`config.mk`:
```
export PLATFORM = sky130hd
export DESIGN_NAME = apb_master_bridge_flat
export DESIGN_NICKNAME = d
export VERILOG_FILES = /design/src/rtl/apb_master_bridge_if.sv /design/src/rtl/apb_master_bridge.sv /design/src/flat_wrapper.sv
export SDC_FILE = /design/constraint.sdc
export NUM_CORES = 1
export LEC_CHECK = 0
export ABC_AREA = 1
export CAP_MARGIN = 20
export CORE_MARGIN = 2
export CORE_UTILIZATION = 35
export DETAILED_ROUTE_END_ITERATION = 16
export PLACE_DENSITY = 0.82
export SLEW_MARGIN = 30
export SYNTH_ARGS = -nofsm -noshare
export SYNTH_HDL_FRONTEND = slang
export SYNTH_SLANG_ARGS = --single-unit
```
`constraint.sdc`:
```
create_clock -name PCLK -period 2.4 [get_ports PCLK]
set_input_delay 0.24 -clock PCLK [delete_from_list [all_inputs] [get_ports PCLK]]
set_output_delay 0.24 -clock PCLK [all_outputs]
set_load 0.01 [all_outputs]
```
`src/rtl/apb_master_bridge_if.sv`:
```
// Command, response and APB bus bundle for apb_master_bridge.
// The master modport is the bridge's view; the slave modport is the
// environment's view (command producer, response consumer and APB slave).
interface apb_master_bridge_if #(
  parameter int ADDR_W = 32,
  parameter int DATA_W = 32
);
  localparam int STRB_W = DATA_W / 8;

  // command channel
  logic              cmd_valid;
  logic              cmd_ready;
  logic              cmd_write;
  logic [ADDR_W-1:0] cmd_addr;
  logic [DATA_W-1:0] cmd_wdata;
  logic [STRB_W-1:0] cmd_strb;

  // response channel
  logic              rsp_valid;
  logic              rsp_ready;
  logic [DATA_W-1:0] rsp_rdata;
  logic              rsp_err;
  logic              rsp_timeout;

  // APB bus
  logic              PSELx;
  logic              PENABLE;
  logic              PWRITE;
  logic [ADDR_W-1:0] PADDR;
  logic [DATA_W-1:0] PWDATA;
  logic [STRB_W-1:0] PSTRB;
  logic [DATA_W-1:0] PRDATA;
  logic              PREADY;
  logic              PSLVERR;

  modport master (
    input  cmd_valid, cmd_write, cmd_addr, cmd_wdata, cmd_strb,
    output cmd_ready,
    output rsp_valid, rsp_rdata, rsp_err, rsp_timeout,
    input  rsp_ready,
    output PSELx, PENABLE, PWRITE, PADDR, PWDATA, PSTRB,
    input  PRDATA, PREADY, PSLVERR
  );

  modport slave (
    output cmd_valid, cmd_write, cmd_addr, cmd_wdata, cmd_strb,
    input  cmd_ready,
    input  rsp_valid, rsp_rdata, rsp_err, rsp_timeout,
    output rsp_ready,
    input  PSELx, PENABLE, PWRITE, PADDR, PWDATA, PSTRB,
    output PRDATA, PREADY, PSLVERR
  );
endinterface

```
`src/rtl/apb_master_bridge.sv`:
```
// APB3/APB4 requester: turns a valid/ready command stream into single APB
// transfers and reports each outcome (read data, slave error, watchdog
// timeout) on a valid/ready response channel. One transfer in flight.
module apb_master_bridge #(
  parameter int ADDR_W  = 32,
  parameter int DATA_W  = 32,
  parameter int TIMEOUT = 16
) (
  input  logic                  PCLK,
  input  logic                  PRESETn,
  apb_master_bridge_if.master   bus
);
  localparam int WD_W = (TIMEOUT < 1) ? 1 : $clog2(TIMEOUT + 1);
  localparam logic [WD_W-1:0] WD_LAST = WD_W'((TIMEOUT > 0) ? TIMEOUT - 1 : 0);

  typedef enum logic [1:0] {IDLE, SETUP, ACCESS, RESP} state_t;

  state_t          state;
  logic [WD_W-1:0] wd_cnt;

  // Commands are only taken while idle; no pipelining between transfers.
  assign bus.cmd_ready = (state == IDLE);

  // Transfer sequencer: APB phases, watchdog and registered response.
  always_ff @(posedge PCLK) begin
    if (!PRESETn) begin
      state           <= IDLE;
      wd_cnt          <= '0;
      bus.PSELx       <= 1'b0;
      bus.PENABLE     <= 1'b0;
      bus.PWRITE      <= 1'b0;
      bus.PADDR       <= '0;
      bus.PWDATA      <= '0;
      bus.PSTRB       <= '0;
      bus.rsp_valid   <= 1'b0;
      bus.rsp_rdata   <= '0;
      bus.rsp_err     <= 1'b0;
      bus.rsp_timeout <= 1'b0;
    end else begin
      case (state)
        IDLE: begin
          if (bus.cmd_valid) begin
            bus.PSELx  <= 1'b1;
            bus.PWRITE <= bus.cmd_write;
            bus.PADDR  <= bus.cmd_addr;
            // reads drive neither data nor strobes
            bus.PWDATA <= bus.cmd_write ? bus.cmd_wdata : '0;
            bus.PSTRB  <= bus.cmd_write ? bus.cmd_strb  : '0;
            state      <= SETUP;
          end
        end
        SETUP: begin
          bus.PENABLE <= 1'b1;
          wd_cnt      <= '0;
          state       <= ACCESS;
        end
        ACCESS: begin
          // completion takes priority over a watchdog expiry on the same edge
          if (bus.PREADY) begin
            bus.PSELx       <= 1'b0;
            bus.PENABLE     <= 1'b0;
            bus.rsp_valid   <= 1'b1;
            bus.rsp_rdata   <= bus.PWRITE ? '0 : bus.PRDATA;
            bus.rsp_err     <= bus.PSLVERR;
            bus.rsp_timeout <= 1'b0;
            state           <= RESP;
          end else if (TIMEOUT != 0 && wd_cnt == WD_LAST) begin
            bus.PSELx       <= 1'b0;
            bus.PENABLE     <= 1'b0;
            bus.rsp_valid   <= 1'b1;
            bus.rsp_rdata   <= '0;
            bus.rsp_err     <= 1'b1;
            bus.rsp_timeout <= 1'b1;
            state           <= RESP;
          end else if (TIMEOUT != 0) begin
            wd_cnt <= wd_cnt + WD_W'(1);
          end
        end
        RESP: begin
          if (bus.rsp_ready) begin
            bus.rsp_valid <= 1'b0;
            state         <= IDLE;
          end
        end
        default: state <= IDLE;
      endcase
    end
  end
endmodule
```
`src/flat_wrapper.sv`:
```
// flat-port wrapper written by rule: the top's interface ports become plain ports
module apb_master_bridge_flat 
#(
  parameter int ADDR_W  = 32,
  parameter int DATA_W  = 32,
  parameter int TIMEOUT = 16
)
  (PCLK, PRESETn, bus_cmd_valid, bus_cmd_write, bus_cmd_addr, bus_cmd_wdata, bus_cmd_strb, bus_cmd_ready, bus_rsp_valid, bus_rsp_rdata, bus_rsp_err, bus_rsp_timeout, bus_rsp_ready, bus_PSELx, bus_PENABLE, bus_PWRITE, bus_PADDR, bus_PWDATA, bus_PSTRB, bus_PRDATA, bus_PREADY, bus_PSLVERR);
  apb_master_bridge_if #(.ADDR_W(ADDR_W), .DATA_W(DATA_W)) bus_i ();
  input  logic PCLK;
  input  logic PRESETn;
  input wire logic [$bits(bus_i.cmd_valid)-1:0] bus_cmd_valid;
  input wire logic [$bits(bus_i.cmd_write)-1:0] bus_cmd_write;
  input wire logic [$bits(bus_i.cmd_addr)-1:0] bus_cmd_addr;
  input wire logic [$bits(bus_i.cmd_wdata)-1:0] bus_cmd_wdata;
  input wire logic [$bits(bus_i.cmd_strb)-1:0] bus_cmd_strb;
  output wire logic [$bits(bus_i.cmd_ready)-1:0] bus_cmd_ready;
  output wire logic [$bits(bus_i.rsp_valid)-1:0] bus_rsp_valid;
  output wire logic [$bits(bus_i.rsp_rdata)-1:0] bus_rsp_rdata;
  output wire logic [$bits(bus_i.rsp_err)-1:0] bus_rsp_err;
  output wire logic [$bits(bus_i.rsp_timeout)-1:0] bus_rsp_timeout;
  input wire logic [$bits(bus_i.rsp_ready)-1:0] bus_rsp_ready;
  output wire logic [$bits(bus_i.PSELx)-1:0] bus_PSELx;
  output wire logic [$bits(bus_i.PENABLE)-1:0] bus_PENABLE;
  output wire logic [$bits(bus_i.PWRITE)-1:0] bus_PWRITE;
  output wire logic [$bits(bus_i.PADDR)-1:0] bus_PADDR;
  output wire logic [$bits(bus_i.PWDATA)-1:0] bus_PWDATA;
  output wire logic [$bits(bus_i.PSTRB)-1:0] bus_PSTRB;
  input wire logic [$bits(bus_i.PRDATA)-1:0] bus_PRDATA;
  input wire logic [$bits(bus_i.PREADY)-1:0] bus_PREADY;
  input wire logic [$bits(bus_i.PSLVERR)-1:0] bus_PSLVERR;
  assign bus_i.cmd_valid = bus_cmd_valid;
  assign bus_i.cmd_write = bus_cmd_write;
  assign bus_i.cmd_addr = bus_cmd_addr;
  assign bus_i.cmd_wdata = bus_cmd_wdata;
  assign bus_i.cmd_strb = bus_cmd_strb;
  assign bus_cmd_ready = bus_i.cmd_ready;
  assign bus_rsp_valid = bus_i.rsp_valid;
  assign bus_rsp_rdata = bus_i.rsp_rdata;
  assign bus_rsp_err = bus_i.rsp_err;
  assign bus_rsp_timeout = bus_i.rsp_timeout;
  assign bus_i.rsp_ready = bus_rsp_ready;
  assign bus_PSELx = bus_i.PSELx;
  assign bus_PENABLE = bus_i.PENABLE;
  assign bus_PWRITE = bus_i.PWRITE;
  assign bus_PADDR = bus_i.PADDR;
  assign bus_PWDATA = bus_i.PWDATA;
  assign bus_PSTRB = bus_i.PSTRB;
  assign bus_i.PRDATA = bus_PRDATA;
  assign bus_i.PREADY = bus_PREADY;
  assign bus_i.PSLVERR = bus_PSLVERR;
  apb_master_bridge #(.ADDR_W(ADDR_W), .DATA_W(DATA_W), .TIMEOUT(TIMEOUT)) u_core (.PCLK(PCLK), .PRESETn(PRESETn), .bus(bus_i));
endmodule
```
==> impl_results.md <==
* Final Hold Viols at 0
* Hold Crit Class: primary input to flop
* Compound-gate portion of the synthesized area at 0.141
* Antenna violations before repair at 0
* Total number of vias at 4077
* Die X at 113 um
* Port Buffers at 213
* Sequential share of power at 0.365
* Synth Area in XOR/XNOR at 0
* CP max-delay cell: dfxtp_1
* Setup TNS after final layout at 0 ps
* RD Place Congestion at 0.779
* Max FO, Critical Path at 12
* Routed WL at 11700 um
* Seq/Total Area, Yosys at 0.548
* Final Core Density at 0.602
* IO Pins at 214
* CP endpoint kind: flop
* Worst relative slew slack at 0.678
* DRT iter0 DRCs at 235
* TritonRoute pass-1 iters at 4
* Status: complete, no violations
* Largest net degree at the start of global routing at 58
* CP startpoint kind: flop
* Area grow syn2layout at 67.2%
* CTS H-tree lvls at 4
* Lkg Pwr at 2.58 nW
* DRC errors left at 0
* Adder-cell area share of the yosys netlist at 0.0242
* Vias per inst at 4.54
* Final setup vio count at 0
* Fin crit period at 1920 ps
* Net Count, Synth at 651
* Unrepaired setup endpoints after global routing: false
* Sw frac at 0.295
* Initial Util at 0.360
* Die height at 113 um
* Worst EP required at 2680 ps
* Slew Limit Fails at 0
* Worst-path clk slew at 50 ps
* Fin crit share at 0.802
* Cell family with the largest share of critical-path delay: simple AND/OR/NAND/NOR gates
* Reg2reg start: u_core.wd_cnt[0]$_SDFFE_PN0P_
* Worst skew pair latency at 400 ps
* Setup WS pre-CTS at 530 ps
* Setup CP Type: flop to flop
* Pwr dens at 943 nW/um2
* Final Cell Area at 6900 um2
* Number of buffers created by CTS at 17
* CP max stage delay at 360 ps
* Syn avg cell area at 7.70 um2
* Final nets at 859
* GRT Total Usage at 0.184
* Critical path buffer and inverter count at 1
* Fmax at 0.520 GHz
* Clk root buf: clkbuf_16
* Setup bufs post-CTS at 0
* Clk sink count at 113
* Cells along the critical path: ha_1 -> nand2_1 -> nor2_1 -> ha_1 -> inv_1 -> nand3_1 -> nand2_1 -> a21oi_1 -> nor2_1
* First-pass GRT wire length at 18900 um
* Antenna Nets Post-Route at 0
* Max-cap violations at 0
* Vias in the first global route at 4012
* Number of fill cells at 1006
* Combinational family with the most area after synthesis: simple AND/OR/NAND/NOR gates
* Longest Clk Path Bufs at 2
* Commonest non-fill, non-tap cells in the layout: clkdlybuf4s50_1 (213), nand2_1 (159), dfxtp_1 (113)
* Antenna cells at 0
* Post-synthesis simple-gate area fraction at 0.233
* Area of the core at 11500 um2
* Setup WS post-layout at 476 ps
* Hold_sp: bus_PRDATA[25]
* Die area at 12700 um2
* CTS tree: built
* Internal Power at 4.59 mW
* Crit. Startpoint: u_core.wd_cnt[0]$_SDFFE_PN0P_
* CTS Hold Buffers Added at 0
* HPWL after detailed placement at 8120 um
* Overall power consumption at 6.51 mW
* Yosys cell types at 19
* Mux contribution to synthesized area at 0
* Commonest non-fill, non-tap cell in the layout: clkdlybuf4s50_1
* Area after DPL at 6380 um2
* Cells after Synth at 536
* Wirelength per Cell at 13.0 um
* Combinational share of power at 0.297
* Peak supply drop at 0.656 mV
* Post-cts gate resize count at 0
* Share of layout cells above drive strength 1 at 0.0530
* Critical Path AT at 2200 ps
* Switch Pwr at 1.92 mW
* Grt ovf at 0
* Number of synthesized register bits at 113
* Syn Std Cell Area at 4130 um2
* YS warnings at 0
* Row count at 39
* Power share of the clock group at 0.338
* Clock skew at 15.8 ps
* Worst slew pin tran at 482 ps
final timing paths:
check / end / slack [ps] / cells after the start
setup reg to reg: u_core.wd_cnt[3]$_SDFFE_PN0P_ / 480 / 9
hold reg to reg: u_core.bus.rsp_err$_SDFFE_PN0P_ / 440 / 2
setup / recovery: u_core.wd_cnt[3]$_SDFFE_PN0P_ / 480 / 9
hold / removal: u_core.bus.rsp_rdata[25]$_SDFFE_PN0P_ / 390 / 3
cell families after synthesis:
| family | after synthesis |
|---|---|
| simple gates | 248 |
| compound gates | 116 |
| flops | 113 |
| buf+inv | 51 |
| fa+ha+maj | 8 |
cells in the mapped netlist:
cell type | number | area (um2)
clkbuf_1 | 11 | 41.3
or2_0 | 1 | 6.26
a21oi_1 | 79 | 395
nor2_4 | 2 | 22.5
buf_1 | 4 | 15.0
o21ai_0 | 32 | 160
clkbuf_2 | 1 | 5.00
nand4_1 | 2 | 12.5
nand2_2 | 1 | 6.26
buf_2 | 13 | 65.1
o21a_1 | 1 | 7.51
ha_1 | 8 | 100
nand2_1 | 159 | 597
dfxtp_1 | 113 | 2260
nor2_1 | 77 | 289
inv_1 | 19 | 71.3
o21ai_1 | 4 | 20.0
nand3_1 | 6 | 30.0
buf_4 | 3 | 22.5
worst register-to-register path: cells and delay by family (launching register included):
kind	cells	cell delay, ps
buf+inv	1	40
flops	1	360
compound gates	1	180
simple gates	5	870
fa+ha+maj	2	350
cell type report:
type	instances	area [um2]	area share
repair buffers	221	2220	0.321
flip-flops and latches	113	2260	0.328
inverters	19	71.3	0.0103
multi-input cells	372	1650	0.239
clock inverters	6	32.5	0.00471
well taps	143	179	0.0259
clock buffers	24	492	0.0712
through the flow:
step	cells	hold slack, ps
2_1_floorplan	536	383
3_3_place_gp	868	437
3_5_place_dp	868	439
4_1_cts	898	380
5_1_grt	898	385
6_report	898	395
registers in the layout, summed over array words and instances, names as in the netlist, 2 cells and up:
register,cells
u_core.state,2
u_core.bus.PADDR,32
u_core.wd_cnt,5
u_core.bus.PSTRB,4
u_core.bus.rsp_rdata,32
u_core.bus.PWDATA,32
power groups by stage:
stage / clock [mW] / sequential (mW) / combinational [mW]
after global routing: 2.35 / 2.41 / 2.15
after detailed placement: 0 / 2.41 / 1.95
after global placement: 0 / 2.39 / 1.92
after CTS: 2.26 / 2.38 / 1.96
after floorplan: 0 / 2.55 / 0.790
final: 2.20 / 2.38 / 1.93
metal layers:
metal,part of all wire,routed length (um),GRT usage,up-vias
li1,-,-,-,2117
met1,0.43,4980,0.212,1818
met2,0.48,5640,0.303,128
met3,0.075,877,0.0799,14
met4,0.018,205,0.0675,0
met5,0,0,0,-
(Power assumes the default switching activity.)
